**config.mk**
```make
export PLATFORM = sky130hd
export DESIGN_NAME = ultra_sonic_responder
export DESIGN_NICKNAME = d
export VERILOG_FILES = /design/src/rtl/ultra_sonic_responder.sv
export SDC_FILE = /design/constraint.sdc
export NUM_CORES = 1
export LEC_CHECK = 0
export CAP_MARGIN = 40
export CORE_MARGIN = 2
export CORE_UTILIZATION = 35
export DETAILED_ROUTE_END_ITERATION = 16
export GPL_TIMING_DRIVEN = 0
export PLACE_DENSITY = 0.49
export SYNTH_ARGS = -nofsm -noshare
export SYNTH_HDL_FRONTEND = slang
export SYNTH_SLANG_ARGS = --single-unit
```
**constraint.sdc**
```tcl
create_clock -name clk -period 12.1 [get_ports clk]
set_input_delay 1.21 -clock clk [delete_from_list [all_inputs] [get_ports clk]]
set_output_delay 1.21 -clock clk [all_outputs]
set_load 0.005 [all_outputs]
```
**src/rtl/ultra_sonic_responder.sv**
```systemverilog
// rtl/ultra_sonic_responder.sv - ultrasonic range sensor emulator: trigger qualification, delayed echo, holdoff
// Echo width is the latched distance scaled by ECHO_SHIFT, or a fixed no-target width for zero distance.
module ultra_sonic_responder #(
    parameter int TRIG_MIN_CYCLES   = 500,
    parameter int ECHO_DELAY_CYCLES = 1000,
    parameter int ECHO_SHIFT        = 6,
    parameter int NO_TARGET_CYCLES  = 1900000,
    parameter int HOLDOFF_CYCLES    = 3000000
) (
    input  logic        clk,
    input  logic        reset,
    input  logic        trigger,
    input  logic [15:0] cfg_distance,
    input  logic        cfg_valid,
    output logic        echo,
    output logic        busy,
    output logic        short_trig,
    output logic        echo_done,
    output logic [7:0]  ping_count
);

    typedef enum logic [2:0] {IDLE, TRIG_HIGH, DELAY, ECHO, HOLDOFF} state_t;

    localparam logic [23:0] TRIG_MIN   = 24'(TRIG_MIN_CYCLES);
    localparam logic [23:0] DELAY_LAST = 24'(ECHO_DELAY_CYCLES - 1);
    localparam logic [23:0] HOLD_LAST  = 24'(HOLDOFF_CYCLES - 1);
    localparam logic [23:0] NO_TARGET  = 24'(NO_TARGET_CYCLES);

    state_t      state;
    logic [23:0] trig_count;
    logic [23:0] phase_count;
    logic [23:0] echo_width;
    logic [15:0] distance;
    logic [15:0] working;
    logic        trig_prev;

    // Widened to 24 bits before shifting so large distances are not truncated.
    always_comb begin
        echo_width = NO_TARGET;
        if (working != 16'd0) begin
            echo_width = {8'd0, working} << ECHO_SHIFT;
        end
    end

    assign echo = (state == ECHO);
    assign busy = (state != IDLE);

    always_ff @(posedge clk) begin
        if (reset) begin
            state       <= IDLE;
            trig_count  <= '0;
            phase_count <= '0;
            distance    <= '0;
            working     <= '0;
            trig_prev   <= 1'b1;
            short_trig  <= 1'b0;
            echo_done   <= 1'b0;
            ping_count  <= '0;
        end else begin
            trig_prev  <= trigger;
            short_trig <= 1'b0;
            echo_done  <= 1'b0;
            if (cfg_valid) begin
                distance <= cfg_distance;
            end
            case (state)
                IDLE: begin
                    // Prev sample starts at 1 so a trigger held across reset/holdoff needs a fresh edge.
                    if (trigger && !trig_prev) begin
                        state      <= TRIG_HIGH;
                        trig_count <= 24'd1;
                    end
                end
                TRIG_HIGH: begin
                    if (trigger) begin
                        if (trig_count < TRIG_MIN) begin
                            trig_count <= trig_count + 24'd1;
                        end
                    end else begin
                        trig_count <= '0;
                        if (trig_count >= TRIG_MIN) begin
                            state       <= DELAY;
                            working     <= distance;
                            phase_count <= '0;
                        end else begin
                            state      <= IDLE;
                            short_trig <= 1'b1;
                        end
                    end
                end
                DELAY: begin
                    if (phase_count == DELAY_LAST) begin
                        state       <= ECHO;
                        phase_count <= '0;
                    end else begin
                        phase_count <= phase_count + 24'd1;
                    end
                end
                ECHO: begin
                    if (phase_count == echo_width - 24'd1) begin
                        state       <= HOLDOFF;
                        phase_count <= '0;
                        echo_done   <= 1'b1;
                        ping_count  <= ping_count + 8'd1;
                    end else begin
                        phase_count <= phase_count + 24'd1;
                    end
                end
                HOLDOFF: begin
                    if (phase_count == HOLD_LAST) begin
                        state       <= IDLE;
                        phase_count <= '0;
                    end else begin
                        phase_count <= phase_count + 24'd1;
                    end
                end
                default: state <= IDLE;
            endcase
        end
    end

endmodule
```
## Word-level counts from Yosys, hierarchy flattened

Cells that the tools add are included.

| word-level totals | value |
|---|---|
| bits in registers | 94 |
| latch bits | 0 |
| RAM bits | 0 |
| ROM bits | 0 |
| input bits | 20 |
| output and inout bits | 12 |
| memories kept | 0 |

| cells by class | value |
|---|---|
| $add $sub $neg | 4 |
| multiply operators | 0 |
| div/mod/pow operators | 0 |
| order comparisons | 2 |
| eq/ne operators | 14 |
| shift operators | 0 |
| mux-type cells | 20 |
| bitwise logic cells | 3 |
| reduce and logical (&&, ||, !) cells | 14 |

Operators by type and width:

| cell | count |
|---|---|
| $mux 24 | 8 |
| $pmux 24 s4 | 1 |
| $add 24x1->24 const B | 2 |
| $pmux 24 s2 | 1 |
| $eq 24x10->1 const B | 1 |
| $eq 24x22->1 const B | 1 |
| $eq 24x24->1 | 1 |
| $ge 24x9->1 const B | 1 |
| $lt 24x9->1 const B | 1 |
| $sub 22x1->23 const B | 1 |
| $mux 22 | 1 |
| $reduce_bool 16->1 | 1 |
| $mux 3 | 5 |
| $pmux 3 s5 | 1 |
| $ne 2x2->1 const B | 5 |
| $reduce_and 3->1 | 3 |
| $add 8x1->8 const B | 1 |
| $eq 3x2->1 const B | 2 |
| $reduce_and 5->1 | 1 |
| $reduce_bool 4->1 | 1 |
| $eq 3x1->1 const B | 1 |
| $eq 3x3->1 const B | 1 |
| $logic_not 3->1 | 1 |
| $ne 3x3->1 const B | 1 |
| other kinds (11) | 14 |

## Depth between registers and ports, before layout

Gate-level depths: netlist (run 1).

| depth | value |
|---|---|
| depth after elaboration | 6 |
| depth in mapped cells | 17 |
| depth with buffers taken out | 14 |

## Least setup slack after synthesis (run 1)

Ideal clock, no wire load.

| path | value |
|---|---|
| path kind | register to register |
| from | register working[12] |
| to | register ping_count[6] |
| arrival time | 3.891 ns |
| data required time | 11.979 ns |
| setup slack | 8.089 ns |
| cell stages (with the launch flop) | 16 |
| cell sequence | dfxtp_1 > nor4_4 > nand4_1 > nor2_1 > nor2_1 > ha_1 > buf_2 > nor3b_1 > or4_1 > a21o_1 > a21oi_1 > o22ai_1 > nor4_4 > nand3_4 > nor3_1 > mux2_2 |

| on the way | value |
|---|---|
| longest elaborated chain between the ends | 5 |

Ends and longest elaborated chain:

| item | line | source |
|---|---|---|
| start, declared | 34 | `logic [15:0] working;` |
| start signal, assigned | 83 | `working <= distance;` |
| $reduce_bool 16->1 | 40 | `if (working != 16'd0) begin` |
| $mux 22 (*) | 40 |  |
| $sub 22x1->23 (*) | 100 | `if (phase_count == echo_width - 24'd1) begin` |
| $eq 24x24->1 (*) | 100 |  |
| $reduce_and 2->1 (no line) (*) | -- |  |
| end signal, assigned | 104 | `ping_count <= ping_count + 8'd1;` |
| end, declared | 19 | `output logic [7:0] ping_count` |

Every way passes the cells marked *; elsewhere a longest branch is shown, timed or not.
A chain may end at the register's enable or synchronous reset.

## Worst setup path after layout (run 1)

| path | value |
|---|---|
| from | register working[12] |
| to | register ping_count[7] |

The elaborated chain is that of the path after synthesis.

==> results_dict.tcl, run 1 <==
set metrics [dict create \
    clock_latency_ns 0.35 \
    hold_class "reg -> reg" \
    synthCells 599 \
    hpwl_mm 9.26 \
    critical_path_required_ns 12.35 \
    fp-row-count 43 \
    areaGrowthSynthToFinish_pct 16.4 \
    n_antenna_cell 0 \
    clk_pin_slew_ns 0.07 \
    cts.path.max_buffers 2 \
    holdPathStages 2 \
    fin_util_pct 41.7 \
    yosysTopAreaCell "dfxtp_1" \
    vdd_drop_max_mv 0.0614 \
    slew_viol_final 0 \
    chipWidth_um 123 \
    synthFlopType "dfxtp_1" \
    fp.coreArea_mm2 0.0139 \
    grt_pass1_wl_mm 20.5 \
    floorplan.initialDensity_pct 35.8 \
    grt_max_degree 17 \
    cts_tree "done" \
    status "finished, final reports clean" \
    synthMostInstantiatedCell "dfxtp_1" \
    maxCapViolations 0 \
    clock-sinks 94 \
    vias 4402 \
    routed_wl_mm 12.4 \
    finalSetupViolCount 0 \
    viasPerCell 5.34 \
    finalNetCount 664 \
    timing.rr.end "ping_count[7]" \
    cts.repair.resized 0 \
    arrival_ns 5.02 \
    cp_max_fo 10 \
    synth_top_area_share_pct 37.9 \
    synth_area_mm2 0.00497 \
    synth_area_leaders "dfxtp_1 38%, mux2i_1 7.2%, nor2_1 6.9%, a21oi_1 3.3%, xnor2_1 3.0%" \
    synth-edff-count 0 \
    min_to "working[8]" \
    path_class "reg -> reg" \
    numPortBuffers 29 \
    pwr_density_cell_mw_per_mm2 109 \
    drt-initial-drc-count 292 \
    fmax_mhz 210 \
    syn-num-nets 624 \
    dieArea_mm2 0.0152 \
    slew-limit-headroom_pct 43.2 \
    finalHoldViolCount 0 \
    holdCritStartpoint "distance[8]" \
    tightestPinTransition_ns 0.846 \
    cts_hold_buf 0 \
    gr-total-overflow 0 \
    ys_ff_latch 94 \
    ys_warn_count 0 \
    layout-drive-gt1-share_pct 6.99 \
    rr_startpoint "working[12]" \
    pin_count 32 \
    antenna_left 0 \
    yosys-top-cells-count "94 x dfxtp_1, 91 x nor2_1, 39 x nand2_1" \
    seq_area_frac_synth_pct 37.9 \
    critPathLaunchType "flip-flop" \
    clockRootBuffer "clkbuf_16" \
    cts_setup_buffers 0 \
    cp-end-kind "flip-flop" \
    gp_congestion 0.856 \
    rsz0062_at_grt "false" \
    dieHeight_um 123 \
    avgSynthCellArea_um2 8.30 \
    fillCellCount 1464 \
    leakage_nw 2.27 \
    tns_ns 0 \
    min_period_ns 4.77 \
    reg2reg_slack_ns 7.33 \
    grt_pass1_vias 4088 \
    grtUsageTotal_pct 17.3 \
    antenna_found_initial 0 \
    final.period_utilization_pct 39.4 \
    ff2ff_path_depth 15 \
    synth-async-reset-ratio_pct 0 \
    drt_first_pass_iters 5 \
    synth_cell_types 62 \
    drcViolationCount 0 \
    cts_htree_levels 3 \
    fin_skew_ns 0.00678 \
    numCtsBuffers 9 \
    wl_per_cell_um 15.0 \
]
report_power, final:
part / internal (mW) / switching (mW)
combinational: 0.0113 / 0.0133
sequential: 0.313 / 0.00224
clock: 0.162 / 0.127
total: 0.486 / 0.142
worst max path at each step:
stage	startpoint	end	slack, ns
2_1_floorplan	working[12]	ping_count[6]	8.09
3_3_place_gp	working[12]	phase_count[14]	7.35
3_5_place_dp	working[12]	ping_count[7]	7.35
4_1_cts	working[12]	ping_count[7]	7.34
5_1_grt	working[12]	phase_count[15]	6.89
6_report	working[12]	ping_count[7]	7.33
stage by stage:
| stage | cell area, µm² | hold slack, ns | worst slack, ns | power [mW] | instances |
|---|---|---|---|---|---|
| after CTS | 5780 | 0.496 | 7.34 | 0.638 | 824 |
| after detailed placement | 5490 | 0.477 | 7.35 | 0.348 | 808 |
| after floorplan | 4970 | 0.448 | 8.09 | 0.336 | 599 |
| final | 5780 | 0.492 | 7.33 | 0.629 | 824 |
| after global placement | 5490 | 0.470 | 7.35 | 0.347 | 808 |
| after global routing | 5780 | 0.517 | 6.89 | 0.655 | 824 |
cells in the final DEF, fill, tap and decap left out, types with 3 or more instances in the layout:
master and instances:
nor3b_1 3, or2_2 5, nand3_1 23, a21o_1 3, ha_1 5, clkbuf_16 9, xor2_1 15, nor2b_1 8
or3_1 13, mux2i_1 36, a21oi_1 33, clkbuf_1 24, nand2b_1 8, dfxtp_1 94, a22o_1 4, inv_1 13
nand2_1 39, and2_1 8, clkdlybuf4s50_1 29, nor4_1 7, and3_1 12, nor2_1 91, and4_1 7, buf_1 3
nand4b_1 3, or4_1 6, a211oi_1 5, a41oi_1 6, buf_2 7, mux2_2 4, nor3_1 17, a31oi_1 19
o21ai_0 17, xnor2_1 17, nand4_1 12
sequential cells by signal, summed over array words and instances, names as in the netlist:
name         count
trig_count      24
working         16
short_trig       1
phase_count     24
trig_prev        1
state            3
ping_count       8
distance        16
echo_done        1
cells by family (layout without fill, tap and decap cells):
group,Yosys count,count (layout),share of synthesized area [%]
AO/OA/AOI/OAI,106,106,13.9
flip-flops,94,94,37.9
AND/OR/NAND/NOR,273,273,29.0
XOR/XNOR,32,32,5.64
multiplexers,40,40,8.16
buffers and inverters,49,94,4.18
adder cells (fa/ha/maj),5,5,1.26
area by class of cell:
cell class | instances | area (µm²) | share of cell area, %
multi-input combinational | 456 | 2880 | 49.8
sequential | 94 | 1880 | 32.5
timing repair buffer | 29 | 290 | 5.02
clock buffer | 10 | 229 | 3.96
tap | 180 | 225 | 3.89
buffer | 36 | 159 | 2.75
clock inverter | 6 | 68.8 | 1.19
inverter | 13 | 48.8 | 0.844
per-layer routing:
layer	up-vias	track usage [%]	part of all wire, %
met5	-	0	0
met4	0	6.39	1.7
met3	18	3.51	3.1
met2	65	27.3	46
met1	2093	23.2	49
li1	2226	-	-
critical path, cell delays in order (launching register included):
cell,delay (ns)
dfxtp_1,0.39
nor4_4,0.55
nand4_1,0.28
nor2_1,0.52
nor2_1,0.09
ha_1,0.20
buf_2,0.16
nor3b_1,0.17
or4_1,0.54
a21o_1,0.17
a21oi_1,0.15
o22ai_1,0.15
nor4_4,0.45
nand3_4,0.19
nor3_1,0.29
mux2_2,0.36
Power figures use the tool's default switching activity.
==> run 2, diff against run 1 <==
Settings changed: PLACE_DENSITY 0.49 to 0.51.
Clock period 12.1 ns to 3.9 ns, I/O delays scaled along.
==> results_dict.tcl, run 2 (same netlist as run 1, synthesis figures left out) <==
set metrics [dict create \
    reg2reg_slack_ns 0.14 \
    antenna_left 0 \
    leakage_nw 2.40 \
    cts_tree "done" \
    clock_latency_ns 0.35 \
    slew-limit-headroom_pct 47.1 \
    fp-row-count 43 \
    fp.coreArea_mm2 0.0139 \
    tns_ns 0 \
    p_clk_share_pct 44.5 \
    drt_first_pass_iters 5 \
    critical_path_required_ns 4.20 \
    cts_htree_levels 3 \
    floorplan.initialDensity_pct 35.8 \
    cellInternalPower_mw 1.45 \
    timing.rr.end "ping_count[3]" \
    fmax_mhz 266 \
    fin_util_pct 43.8 \
    seqPwrFrac_pct 51.4 \
    wl_per_cell_um 15.5 \
    areaGrowthSynthToFinish_pct 22.2 \
    fillCellCount 1385 \
    tightestPinTransition_ns 0.794 \
    routed_wl_mm 13.1 \
    cp_max_fo 8 \
    pwr_density_cell_mw_per_mm2 313 \
    status "finished, final reports clean" \
    slew_viol_final 0 \
    grt_max_degree 18 \
    dpl.cell_count 809 \
    layout-drive-gt1-share_pct 13.5 \
    grtUsageTotal_pct 17.8 \
    vdd_drop_max_mv 0.166 \
    path_class "reg -> reg" \
    gp_congestion 0.829 \
    final_common_cell "dfxtp_1" \
    multi_input_area_mm2 0.00301 \
    arrival_ns 4.06 \
    numCtsBuffers 9 \
    clock-sinks 94 \
    clockRootBuffer "clkbuf_16" \
    numPortBuffers 29 \
    cp-startpoint "working[13]" \
    finalHoldViolCount 0 \
    reg_top3 "phase_count: 24 flops, trig_count: 24 flops" \
    antenna_found_initial 0 \
    gr-total-overflow 0 \
    dieArea_mm2 0.0152 \
    maxCapViolations 0 \
    final.period_utilization_pct 96.4 \
    drt-initial-drc-count 318 \
    clk_pin_slew_ns 0.07 \
    viasPerCell 5.32 \
    holdCritStartpoint "trig_count[10]" \
    hpwl_mm 9.44 \
    min_to "trig_count[10]" \
    grt_pass1_vias 4162 \
    stdcell_count 846 \
    finalSetupViolCount 0 \
    share_comb_of_total_power_pct 4.1 \
    drcViolationCount 0 \
    ff2ff_path_depth 16 \
    holdPathStages 1 \
    cp-end-kind "flip-flop" \
    final_cell_mix "89 x dfxtp_1, 88 x nor2_1, 37 x nand2_1" \
    finalNetCount 686 \
    pin_count 32 \
    swShare_pct 23.9 \
    rr_startpoint "working[13]" \
    power_switching_mw 0.454 \
    chipWidth_um 123 \
    min_period_ns 3.76 \
    whs_ns 0.491 \
    cts_hold_buf 0 \
    seq_area_mm2 0.00189 \
    vias 4502 \
    grt_pass1_wl_mm 21.0 \
    fin_skew_ns 0.00887 \
    cts.path.max_buffers 2 \
    dieHeight_um 123 \
    critPathLaunchType "flip-flop" \
    n_antenna_cell 0 \
    hold_class "reg -> reg" \
]
==> run 2: cell types whose count changed in the layout (fill, tap and decap cells not counted), moves of 3 or more <==
cell,previous run,this run
dfxtp_2,0,4
nor2_1,91,88
clkbuf_4,0,3
buf_4,2,20
dfxtp_1,94,89
nor2_4,0,3
nor3_2,1,4
nor3_1,17,13
==> run 2: how the worst max path moves through the flow <==
stage                       to  slack (ns)  cells past startpoint
2_1_floorplan    ping_count[6]        0.11                     15
3_3_place_gp   phase_count[14]       -0.51                     16
3_5_place_dp   phase_count[14]       -0.54                     16
4_1_cts          ping_count[5]      0.0005                     16
5_1_grt          ping_count[3]      -0.002                     16
6_report         ping_count[3]        0.14                     16
==> run 2: layer usage <==
layer	up-vias	routed length, µm	track usage, %
met5	-	0	0
met4	0	209	4.97
met3	16	478	4.29
met2	88	6270	30.2
met1	2124	6180	22.4
li1	2274	-	-
==> run 2: layout make-up <==
type,count,share of cell area [%]
multi-input cells,458,49.6
flip-flops and latches,94,31.1
repair buffers,50,7.39
clock buffers,9,3.71
well taps,180,3.71
plain buffers,35,2.74
clock inverters,7,0.947
inverters,13,0.803
==> run 2: what timing repair did <==
item / CTS / global route
buffers inserted: 13 / 7
gates cloned: 0 / 2
pin swaps: 7 / 11
setup endpoints to repair: 35 / 33
gates resized for setup: 10 / 25
==> run 2: power by group through the flow <==
stage / clock, mW / sequential, mW / combinational (mW)
finish: 0.847 / 0.978 / 0.0773
global placement: 0 / 1.00 / 0.0761
detailed placement: 0 / 1.00 / 0.0773
floorplan: 0 / 0.999 / 0.0444
CTS: 0.880 / 0.978 / 0.0777
global route: 0.918 / 0.979 / 0.0853
==> run 2: through the flow <==
stage          worst slack (ns)  instance area, µm²  power, mW
6_report                  0.139                6080       1.90
5_1_grt                -0.00198                6080       1.98
4_1_cts                0.000488                5910       1.94
3_5_place_dp             -0.537                5490       1.08
3_3_place_gp             -0.506                5490       1.08
2_1_floorplan             0.108                4970       1.04
==> run 2: critical path, cell delays in order, from the launching register on <==
cell	delay, ns
dfxtp_4	0.37
nor4_4	0.33
nand4_1	0.22
nor2_4	0.19
nor2_1	0.06
ha_1	0.20
clkbuf_4	0.18
nor3b_4	0.17
or4_1	0.52
a21o_1	0.19
a21oi_2	0.15
o22ai_2	0.10
nor4_4	0.17
buf_6	0.17
nand3_4	0.11
or4_1	0.49
nand2_1	0.08
==> run 3, diff against run 2 <==
==> constraint.sdc (replaced) <==
create_clock -name clk -period 3.9 [get_ports clk]
set_input_delay 0.39 -clock clk [delete_from_list [all_inputs] [get_ports clk]]
set_output_delay 0.39 -clock clk [all_outputs]
set_load 0.02 [all_outputs]
==> results of run 3 <==
Same layout as run 2 (identical final DEF). Status: finished, final reports clean.
